===== src/rtl/pwm_pkg.sv =====
// Shared constants for the multichannel PWM peripheral:
// register map, CTRL bit positions, mode and direction encodings.
package pwm_pkg;

    localparam int ADDR_CTRL      = 'h00;
    localparam int ADDR_PRESCALE  = 'h01;
    localparam int ADDR_TOP       = 'h02;
    localparam int ADDR_DUTY_BASE = 'h10;

    localparam int CTRL_EN_BIT   = 0;
    localparam int CTRL_MODE_BIT = 1;

    localparam logic MODE_EDGE   = 1'b0;
    localparam logic MODE_CENTRE = 1'b1;

    localparam logic DIR_UP   = 1'b0;
    localparam logic DIR_DOWN = 1'b1;

endpackage


===== src/rtl/pwm_timebase.sv =====
// PWM timebase: prescaler, edge/centre counter, update event
// and the registered period_start pulse.
module pwm_timebase
    import pwm_pkg::*;
#(
    parameter int CNT_W = 8
) (
    input  logic             clk,
    input  logic             rst,
    input  logic             en,
    input  logic             mode,
    input  logic [CNT_W-1:0] prescale,
    input  logic [CNT_W-1:0] top,
    output logic [CNT_W-1:0] cnt,
    output logic             update,
    output logic             period_start
);

    logic [CNT_W-1:0] presc;
    logic             dir;
    logic             tick;

    assign tick = en && (presc == prescale);

    // In centre mode the event is the tick that would bring the
    // count back down to 0; TOP=1 reaches that point while counting up.
    always_comb begin
        update = 1'b0;
        if (tick) begin
            unique case (mode)
                MODE_EDGE: update = (cnt == top);
                MODE_CENTRE: begin
                    if (top == '0)
                        update = 1'b1;
                    else if (dir == DIR_DOWN)
                        update = (cnt <= CNT_W'(1));
                    else
                        update = (top == CNT_W'(1)) && (cnt == top);
                end
                default: update = 1'b0;
            endcase
        end
    end

    always_ff @(posedge clk) begin
        if (rst) begin
            presc        <= '0;
            cnt          <= '0;
            dir          <= DIR_UP;
            period_start <= 1'b0;
        end else begin
            period_start <= update;
            if (!en) begin
                presc <= '0;
                cnt   <= '0;
                dir   <= DIR_UP;
            end else begin
                presc <= tick ? '0 : presc + CNT_W'(1);
                if (update) begin
                    cnt <= '0;
                    dir <= DIR_UP;
                end else if (tick) begin
                    if (mode == MODE_EDGE) begin
                        cnt <= cnt + CNT_W'(1);
                    end else if (dir == DIR_UP) begin
                        if (cnt == top) begin
                            dir <= DIR_DOWN;
                            cnt <= cnt - CNT_W'(1);
                        end else begin
                            cnt <= cnt + CNT_W'(1);
                        end
                    end else begin
                        cnt <= cnt - CNT_W'(1);
                    end
                end
            end
        end
    end

endmodule


===== src/rtl/pwm_multichannel.sv =====
// Multichannel PWM: pending/active register file with
// period-boundary shadowing and per-channel comparators.
module pwm_multichannel
    import pwm_pkg::*;
#(
    parameter int NUM_CH = 16,
    parameter int CNT_W  = 8,
    parameter int ADDR_W = 5
) (
    input  logic              clk,
    input  logic              rst,
    input  logic              cfg_we,
    input  logic [ADDR_W-1:0] cfg_addr,
    input  logic [CNT_W-1:0]  cfg_wdata,
    output logic [CNT_W-1:0]  cfg_rdata,
    input  logic [NUM_CH-1:0] ch_out_en,
    input  logic [NUM_CH-1:0] ch_pwm_en,
    output logic [NUM_CH-1:0] pwm_out,
    output logic              period_start
);

    logic             en;
    logic             pend_mode;
    logic             act_mode;
    logic [CNT_W-1:0] pend_presc;
    logic [CNT_W-1:0] act_presc;
    logic [CNT_W-1:0] pend_top;
    logic [CNT_W-1:0] act_top;
    logic [CNT_W-1:0] pend_duty [NUM_CH];
    logic [CNT_W-1:0] act_duty  [NUM_CH];

    logic             sel_ctrl;
    logic             sel_presc;
    logic             sel_top;
    logic [NUM_CH-1:0] sel_duty;

    logic [CNT_W-1:0] cnt;
    logic             update;

    assign sel_ctrl  = (cfg_addr == ADDR_W'(ADDR_CTRL));
    assign sel_presc = (cfg_addr == ADDR_W'(ADDR_PRESCALE));
    assign sel_top   = (cfg_addr == ADDR_W'(ADDR_TOP));

    always_comb begin
        for (int i = 0; i < NUM_CH; i++) begin
            sel_duty[i] = (cfg_addr == ADDR_W'(ADDR_DUTY_BASE + i));
        end
    end

    always_comb begin
        cfg_rdata = '0;
        unique case (1'b1)
            sel_ctrl:  cfg_rdata = CNT_W'({pend_mode, en});
            sel_presc: cfg_rdata = pend_presc;
            sel_top:   cfg_rdata = pend_top;
            default:   cfg_rdata = '0;
        endcase
        for (int i = 0; i < NUM_CH; i++) begin
            if (sel_duty[i]) cfg_rdata = pend_duty[i];
        end
    end

    always_ff @(posedge clk) begin
        if (rst) begin
            en         <= 1'b0;
            pend_mode  <= MODE_EDGE;
            pend_presc <= '0;
            pend_top   <= '1;
            for (int i = 0; i < NUM_CH; i++) begin
                pend_duty[i] <= '0;
            end
        end else if (cfg_we) begin
            if (sel_ctrl) begin
                en        <= cfg_wdata[CTRL_EN_BIT];
                pend_mode <= cfg_wdata[CTRL_MODE_BIT];
            end
            if (sel_presc) pend_presc <= cfg_wdata;
            if (sel_top)   pend_top   <= cfg_wdata;
            for (int i = 0; i < NUM_CH; i++) begin
                if (sel_duty[i]) pend_duty[i] <= cfg_wdata;
            end
        end
    end

    // Actives follow pending freely while disabled, otherwise only
    // at the update event (a coinciding write lands one period later).
    always_ff @(posedge clk) begin
        if (rst) begin
            act_mode  <= MODE_EDGE;
            act_presc <= '0;
            act_top   <= '1;
            for (int i = 0; i < NUM_CH; i++) begin
                act_duty[i] <= '0;
            end
        end else if (!en || update) begin
            act_mode  <= pend_mode;
            act_presc <= pend_presc;
            act_top   <= pend_top;
            for (int i = 0; i < NUM_CH; i++) begin
                act_duty[i] <= pend_duty[i];
            end
        end
    end

    pwm_timebase #(
        .CNT_W(CNT_W)
    ) u_timebase (
        .clk         (clk),
        .rst         (rst),
        .en          (en),
        .mode        (act_mode),
        .prescale    (act_presc),
        .top         (act_top),
        .cnt         (cnt),
        .update      (update),
        .period_start(period_start)
    );

    always_ff @(posedge clk) begin
        if (rst) begin
            pwm_out <= '0;
        end else begin
            for (int i = 0; i < NUM_CH; i++) begin
                pwm_out[i] <= ch_out_en[i] &
                    (~ch_pwm_en[i] | (en & (cnt < act_duty[i])));
            end
        end
    end

endmodule

===== config.mk =====
export PLATFORM = sky130hd
export DESIGN_NAME = pwm_multichannel
export DESIGN_NICKNAME = d
export VERILOG_FILES = /design/src/rtl/pwm_pkg.sv /design/src/rtl/pwm_timebase.sv /design/src/rtl/pwm_multichannel.sv
export SDC_FILE = /design/constraint.sdc
export NUM_CORES = 1
export LEC_CHECK = 0
export BUFFER_PORTS_ARGS = -buffer_cell sky130_fd_sc_hd__buf_4
export CAP_MARGIN = 30
export CORE_ASPECT_RATIO = 0.5
export CORE_MARGIN = 2
export CORE_UTILIZATION = 51
export CTS_CLUSTER_SIZE = 8
export DETAILED_ROUTE_END_ITERATION = 16
export PLACE_DENSITY = 0.68
export SYNTH_ARGS = -nofsm -noshare
export SYNTH_HDL_FRONTEND = slang
export SYNTH_SLANG_ARGS = --single-unit

===== constraint.sdc =====
create_clock -name clk -period 3.76 [get_ports clk]
set_input_delay 0.376 -clock clk [delete_from_list [all_inputs] [get_ports clk]]
set_output_delay 0.376 -clock clk [all_outputs]
set_load 0.05 [all_outputs]

==> results_dict.tcl, run 1 <==
set metrics [dict create \
    diodes 0 \
    h-tree-depth 2 \
    path_cells "buf_4, nor2b_1, a22oi_1, o21ai_0, a21oi_1, o21ai_0, a41o_1, buf_4" \
    drive_above_1_share_pct 10.8 \
    ys_seq_area_share_pct 55.7 \
    clockBufferDepth 3 \
    hold_path_class "in2reg" \
    async_flop_share_pct 0 \
    final_common_cell "edfxtp_1" \
    synth_enable_flop_cells 256 \
    power_mw 8.70 \
    status "finished clean" \
    syn_inst 1467 \
    fp-row-count 46 \
    drt-wirelength-per-cell_um 22.1 \
    crit_family "compound AO/OA/AOI/OAI gates" \
    grt.met2_usage_pct 40.0 \
    port_buffers 72 \
    fin_skew_ns 0.0121 \
    clock_sinks 325 \
    cts_hold_buf 2 \
    postSynthAreaPerCell_um2 11.1 \
    tns_ns 0 \
    grt_pass1_wl_um 67000 \
    critPathLaunchType "primary input" \
    synth-seq-cells 325 \
    finalHoldViolCount 0 \
    relSlewSlack_pct 39.3 \
    setup_violations 0 \
    dieArea_um2 33400 \
    antenna_found_initial 1 \
    fmax_ghz 0.298 \
    post_cts_resize_count 0 \
    worstMarginPinSlew_ns 0.909 \
    firstDrtPassIters 6 \
    dp_hpwl_um 30200 \
    crit_fanout 43 \
    synth_fp_nets 1631 \
    routed_via_density 5.78 \
    drtAntennaViolNets 0 \
    syn2layout_area_growth_pct 14.5 \
    drtIter0Drc 1177 \
    ir_worst_vdd_mv 0.280 \
    cts_tree "done" \
    end_kind "primary output" \
    ys_types 66 \
    finalWirelength_um 44500 \
    syn-cell-area_um2 16300 \
    final_area_um2 18600 \
    post_dp_cell_area_um2 17300 \
    initial_utilization_pct 51.6 \
    crit_slowest_cell "nor2b_1" \
    num_vias 11600 \
    pin_count 73 \
    cp.required_ns 3.38 \
    nets 1711 \
    busiest_layer "met2" \
    cp.buffers_inverters 2 \
    ys.flop_type "edfxtp_1" \
    drc 0 \
    post_cts.repair.setup_buffers 0 \
    slew_viol_final 0 \
    gp_congestion 0.987 \
    grt_max_degree 70 \
    clock_latency_ns 0.56 \
    use_met3_pct 7.32 \
    worstSetupPathType "in2out" \
    grt.met1_usage_pct 38.0 \
    die_h_um 130 \
    clk_pin_slew_ns 0.05 \
    min_period_ns 3.35 \
    yosysWarnings 0 \
    dpl.cell_count 1929 \
    rsz0062_at_grt "false" \
    cap_violations 0 \
    numCtsBuffers 46 \
    grt_util_all_layers_pct 26.9 \
    power_leakage_nw 7.51 \
    clock-root-buffer "clkbuf_16" \
    arrival_ns 2.98 \
    final_cell_mix "edfxtp_1, nor2_1, inv_1, ha_1, o21ai_0" \
    layoutNonFillerInstCount 2015 \
    coreArea_um2 31500 \
    grt-ovfl-total 0 \
    slowest_delay_ns 0.80 \
    grt_pass1_vias 11400 \
    p_per_area_nw_per_um2 467 \
    fp.dieW_um 257 \
    post-route-period-util_pct 89.1 \
]
==> metrics by stage <==
stage / setup WS [ns] / hold slack (ns) / utilization [%]
final: 0.409 / 0.0153 / 59.1
after global placement: 0.679 / 0.491 / 54.8
after floorplan: 0.388 / 0.451 / -
after global routing: 0.239 / 0.00315 / 59.1
after CTS: 0.530 / 0.0000231 / 59.1
after detailed placement: 0.547 / 0.496 / 54.8
==> power by group <==
part           switching (mW)  internal, mW  total (mW)
logic                   0.438         0.248       0.686
clock network            1.54          2.29        3.83
registers               0.104          4.08        4.19
total                    2.08          6.62        8.70
==> area by class of cell <==
type / instances / area, um^2
Multi-Input combinational cell: 937 / 6390
Timing Repair Buffer: 106 / 826
Sequential cell: 325 / 9070
Fill cell: 2612 / 12900
Tap cell: 432 / 541
Inverter: 131 / 497
Clock inverter: 4 / 38.8
Clock buffer: 80 / 1280
==> worst register-to-register path, cell delays in order, from the launching register on <==
cell and delay [ns]:
dfxtp_1 0.57, or3_1 0.52, or3_1 0.35, o31ai_2 0.25, o21ai_2 0.13, nor3b_1 0.21, inv_6 0.26, buf_4 0.40
==> Yosys cell counts, types with 22 or more instances <==
| master | instances | area share (%) |
|---|---|---|
| nor2_1 | 143 | 3.3 |
| nand2_1 | 33 | 0.76 |
| dfxtp_1 | 69 | 8.5 |
| o21ai_0 | 110 | 3.4 |
| mux2i_1 | 30 | 1.8 |
| inv_1 | 127 | 2.9 |
| nand3_1 | 43 | 1.3 |
| nand2b_1 | 36 | 1.4 |
| ha_1 | 116 | 8.9 |
| clkbuf_1 | 57 | 1.3 |
| a21oi_1 | 57 | 1.8 |
| a31oi_1 | 22 | 0.85 |
| edfxtp_1 | 256 | 47 |
| nor2b_1 | 60 | 2.3 |
| xnor2_1 | 23 | 1.2 |
| and2_1 | 80 | 3.1 |
==> cells by family after synthesis <==
| logic type | synth area share (%) |
|---|---|
| buffers and inverters | 5.01 |
| adder cells (fa/ha/maj) | 8.92 |
| multiplexers | 2.47 |
| AND/OR/NAND/NOR | 14.4 |
| AO/OA/AOI/OAI | 11.9 |
| flip-flops | 55.7 |
| XOR/XNOR | 1.56 |
==> path summary, 6_finish.rpt <==
path,from,to,slack (ns),cells past startpoint
worst min register to register,act_presc[5]$_SDFFE_PP0P_,act_presc[5]$_SDFFE_PP0P_,0.51,1
worst max register to register,u_timebase.cnt[2]$_SDFFE_PP0P_,act_duty[0][14]$_SDFFCE_PN0P_,0.71,7
worst min-delay path,ch_pwm_en[11],pwm_out[11]$_SDFF_PP0_,0.02,2
worst max-delay path,cfg_addr[1],cfg_rdata[3],0.41,8
==> routing by layer <==
metal / share of wire, % / vias to the layer above / routed length (um)
li1: - / 5368 / -
met1: 44 / 5638 / 19600
met2: 43 / 532 / 19100
met3: 10 / 103 / 4450
met4: 3.1 / 2 / 1400
met5: 0.029 / - / 13
==> state kept, by name (all words and copies together) (netlist names), 8 cells and up <==
| name | cells |
|---|---|
| u_timebase.cnt | 8 |
| act_top | 8 |
| pend_presc | 8 |
| act_duty | 128 |
| pend_top | 8 |
| u_timebase.presc | 8 |
| pend_duty | 128 |
| pwm_out | 16 |
| act_presc | 8 |
No activity file was read; power rests on OpenSTA's default activity.
==> inputs of run 2 (changes only) <==
Settings changed: ABC_AREA set to 1.
==> results_dict.tcl, run 2 <==
set metrics [dict create \
    grt_pass1_wl_um 65600 \
    worstSetupPathType "in2out" \
    path_cells "buf_4, nor2_1, nand2_1, nor2_1, nand2_1, nand3_1, nor2_1, nand4_1, nand2_1, nand4_1, nand2_1, nand4_1, nand2_1, nand4_1, buf_4" \
    drc 0 \
    cp.required_ns 3.38 \
    pre_cts_slack_ns 0.820 \
    diodes 0 \
    slew_viol_final 0 \
    arrival_ns 2.61 \
    ys_seq_area_share_pct 56.2 \
    netSwitchingFraction_pct 23.4 \
    cp_common_cell "nand2_1" \
    power_leakage_nw 8.40 \
    crit_slowest_cell "nor2_1" \
    cts_tree "done" \
    drtAntennaViolNets 0 \
    dr_wl_met3_um 3960 \
    ys_types 37 \
    worstSetupStartpoint "cfg_addr[2]" \
    post-route-period-util_pct 79.5 \
    min_from "ch_out_en[15]" \
    critPathLaunchType "primary input" \
    end_kind "primary output" \
    antenna_found_initial 0 \
    synthTopCellsByCount "inv_1, nor2_1, nand2_1" \
    h-tree-depth 2 \
    dr_wl_met2_um 18800 \
    p_per_area_nw_per_um2 467 \
    grt_max_degree 84 \
    dp_hpwl_um 30400 \
    firstDrtPassIters 6 \
    slowest_delay_ns 0.43 \
    yosysMostFrequentCell "inv_1" \
    fin_skew_ns 0.0140 \
    coreArea_um2 30700 \
    rsz0062_at_grt "false" \
    finalWirelength_um 43300 \
    clockPowerShare_pct 44.9 \
    yosysWarnings 0 \
    drtIter0Drc 1228 \
    routed_via_density 5.19 \
    fp-row-count 45 \
    dieArea_um2 33200 \
    ir_worst_vdd_mv 0.306 \
    setup_violations 0 \
    worstMarginPinSlew_ns 0.867 \
    met1_length_um 19800 \
    ys.flop_type "edfxtp_1" \
    clock_latency_ns 0.55 \
    combPwrFrac_pct 7.6 \
    die_h_um 130 \
    finalHoldViolCount 0 \
    drive_above_1_share_pct 10.1 \
    port_buffers 72 \
    num_vias 12100 \
    nets 2034 \
    netlist.area_leader.share_pct 47.6 \
    synth-seq-cells 325 \
    p_seq_share_pct 47.5 \
    syn-cell-area_um2 16100 \
    grt_util_all_layers_pct 26.6 \
    gp_congestion 0.975 \
    fill_cells 2648 \
    synth_enable_flop_cells 256 \
    hold_path_class "in2reg" \
    grt-ovfl-total 0 \
    relSlewSlack_pct 42.0 \
    min_period_ns 2.99 \
    clockBufferDepth 3 \
    numCtsBuffers 46 \
    postSynthAreaPerCell_um2 9.29 \
    status "finished clean" \
    pin_count 73 \
    final_cell_mix "inv_1, nor2_1, nand2_1, edfxtp_1, ha_1" \
    grt_pass1_vias 11300 \
    intPower_mw 6.73 \
    yosysTopAreaCell "edfxtp_1" \
    syn_inst 1738 \
    clk_pin_slew_ns 0.05 \
    fin_ws_ns 0.771 \
    final_common_cell "inv_1" \
    r2r_start "u_timebase.cnt[6]$_SDFFE_PP0P_" \
    fmax_ghz 0.335 \
    drt-wirelength-per-cell_um 18.6 \
    switching_power_mw 2.06 \
    async_flop_share_pct 0 \
    ys_top_cells_by_area "edfxtp_1, ha_1, dfxtp_1" \
    highest_layer "met4" \
    tns_ns 0 \
    crit_fanout 8 \
    clock_sinks 325 \
    initial_utilization_pct 52.5 \
    fp.dieW_um 256 \
    cap_violations 0 \
    biggestRegsByFlops "act_duty x128, pend_duty x128, pwm_out x16" \
    syn2layout_area_growth_pct 16.6 \
    synth_fp_nets 1902 \
    clock-root-buffer "clkbuf_16" \
]
[run 2: final cells by class]
class	count	area (um^2)	area share, %
Inverter	340	1280	6.81
Tap cell	423	529	2.81
Clock buffer	84	1370	7.27
Timing Repair Buffer	114	931	4.95
Sequential cell	325	9070	48.2
Multi-Input combinational cell	1043	5640	30.0
[run 2: kinds of logic after synthesis]
logic type | count (synthesis) | share of synthesized area, %
and+or+nand+nor | 723 | 18.9
buffers and inverters | 370 | 8.85
DFF | 325 | 56.2
AOI/OAI and AO/OA | 193 | 6.46
adders and majority gates | 116 | 8.99
xor gates and xnor gates | 11 | 0.597
[run 2: layer usage]
metal | vias up | global-route usage, %
met5 | - | 0
met4 | 0 | 6.40
met3 | 51 | 5.40
met2 | 451 | 41.2
met1 | 5682 | 38.7
li1 | 5897 | -
[run 2: per-stage QoR]
step / util [%] / power [mW] / cells / instance area [um^2] / hold WS [ns]
CTS: 61.2 / 8.81 / 2329 / 18800 / 0.0428
floorplan: - / 4.63 / 1738 / 16100 / 0.441
global placement: 56.2 / 4.87 / 2228 / 17300 / 0.467
finish: 61.2 / 8.78 / 2329 / 18800 / 0.0613
global route: 61.2 / 9.08 / 2329 / 18800 / 0.0567
detailed placement: 56.3 / 4.89 / 2229 / 17300 / 0.470
[run 2: critical path, delay by kind of cell]
kind	cells	cell delay, ns
AND/OR/NAND/NOR	13	1.89
buffers and inverters	2	0.32
[run 2: worst paths after layout]
check                            endpoint  slack, ns  cells after the start
max                          cfg_rdata[0]       0.77                     15
max reg2reg  act_duty[1][6]$_SDFFCE_PN0P_       0.99                     11
min reg2reg     act_presc[2]$_SDFFE_PP0P_       0.48                      2
min                pwm_out[15]$_SDFF_PP0_       0.06                      3
[run 2: what timing repair did]
| item | 4_1_cts | 5_1_grt |
|---|---|---|
| hold buffers | 16 | 0 |
| endpoints found under the hold margin | 16 | 0 |
| resized for setup | 0 | 0 |
| setup buffers | 0 | 0 |
[run 2: power groups by stage]
stage | clock network [mW] | logic, mW | registers (mW)
floorplan | 0 | 0.397 | 4.23
global placement | 0 | 0.633 | 4.24
detailed placement | 0 | 0.648 | 4.24
CTS | 3.97 | 0.667 | 4.17
global route | 4.15 | 0.742 | 4.19
finish | 3.94 | 0.665 | 4.18
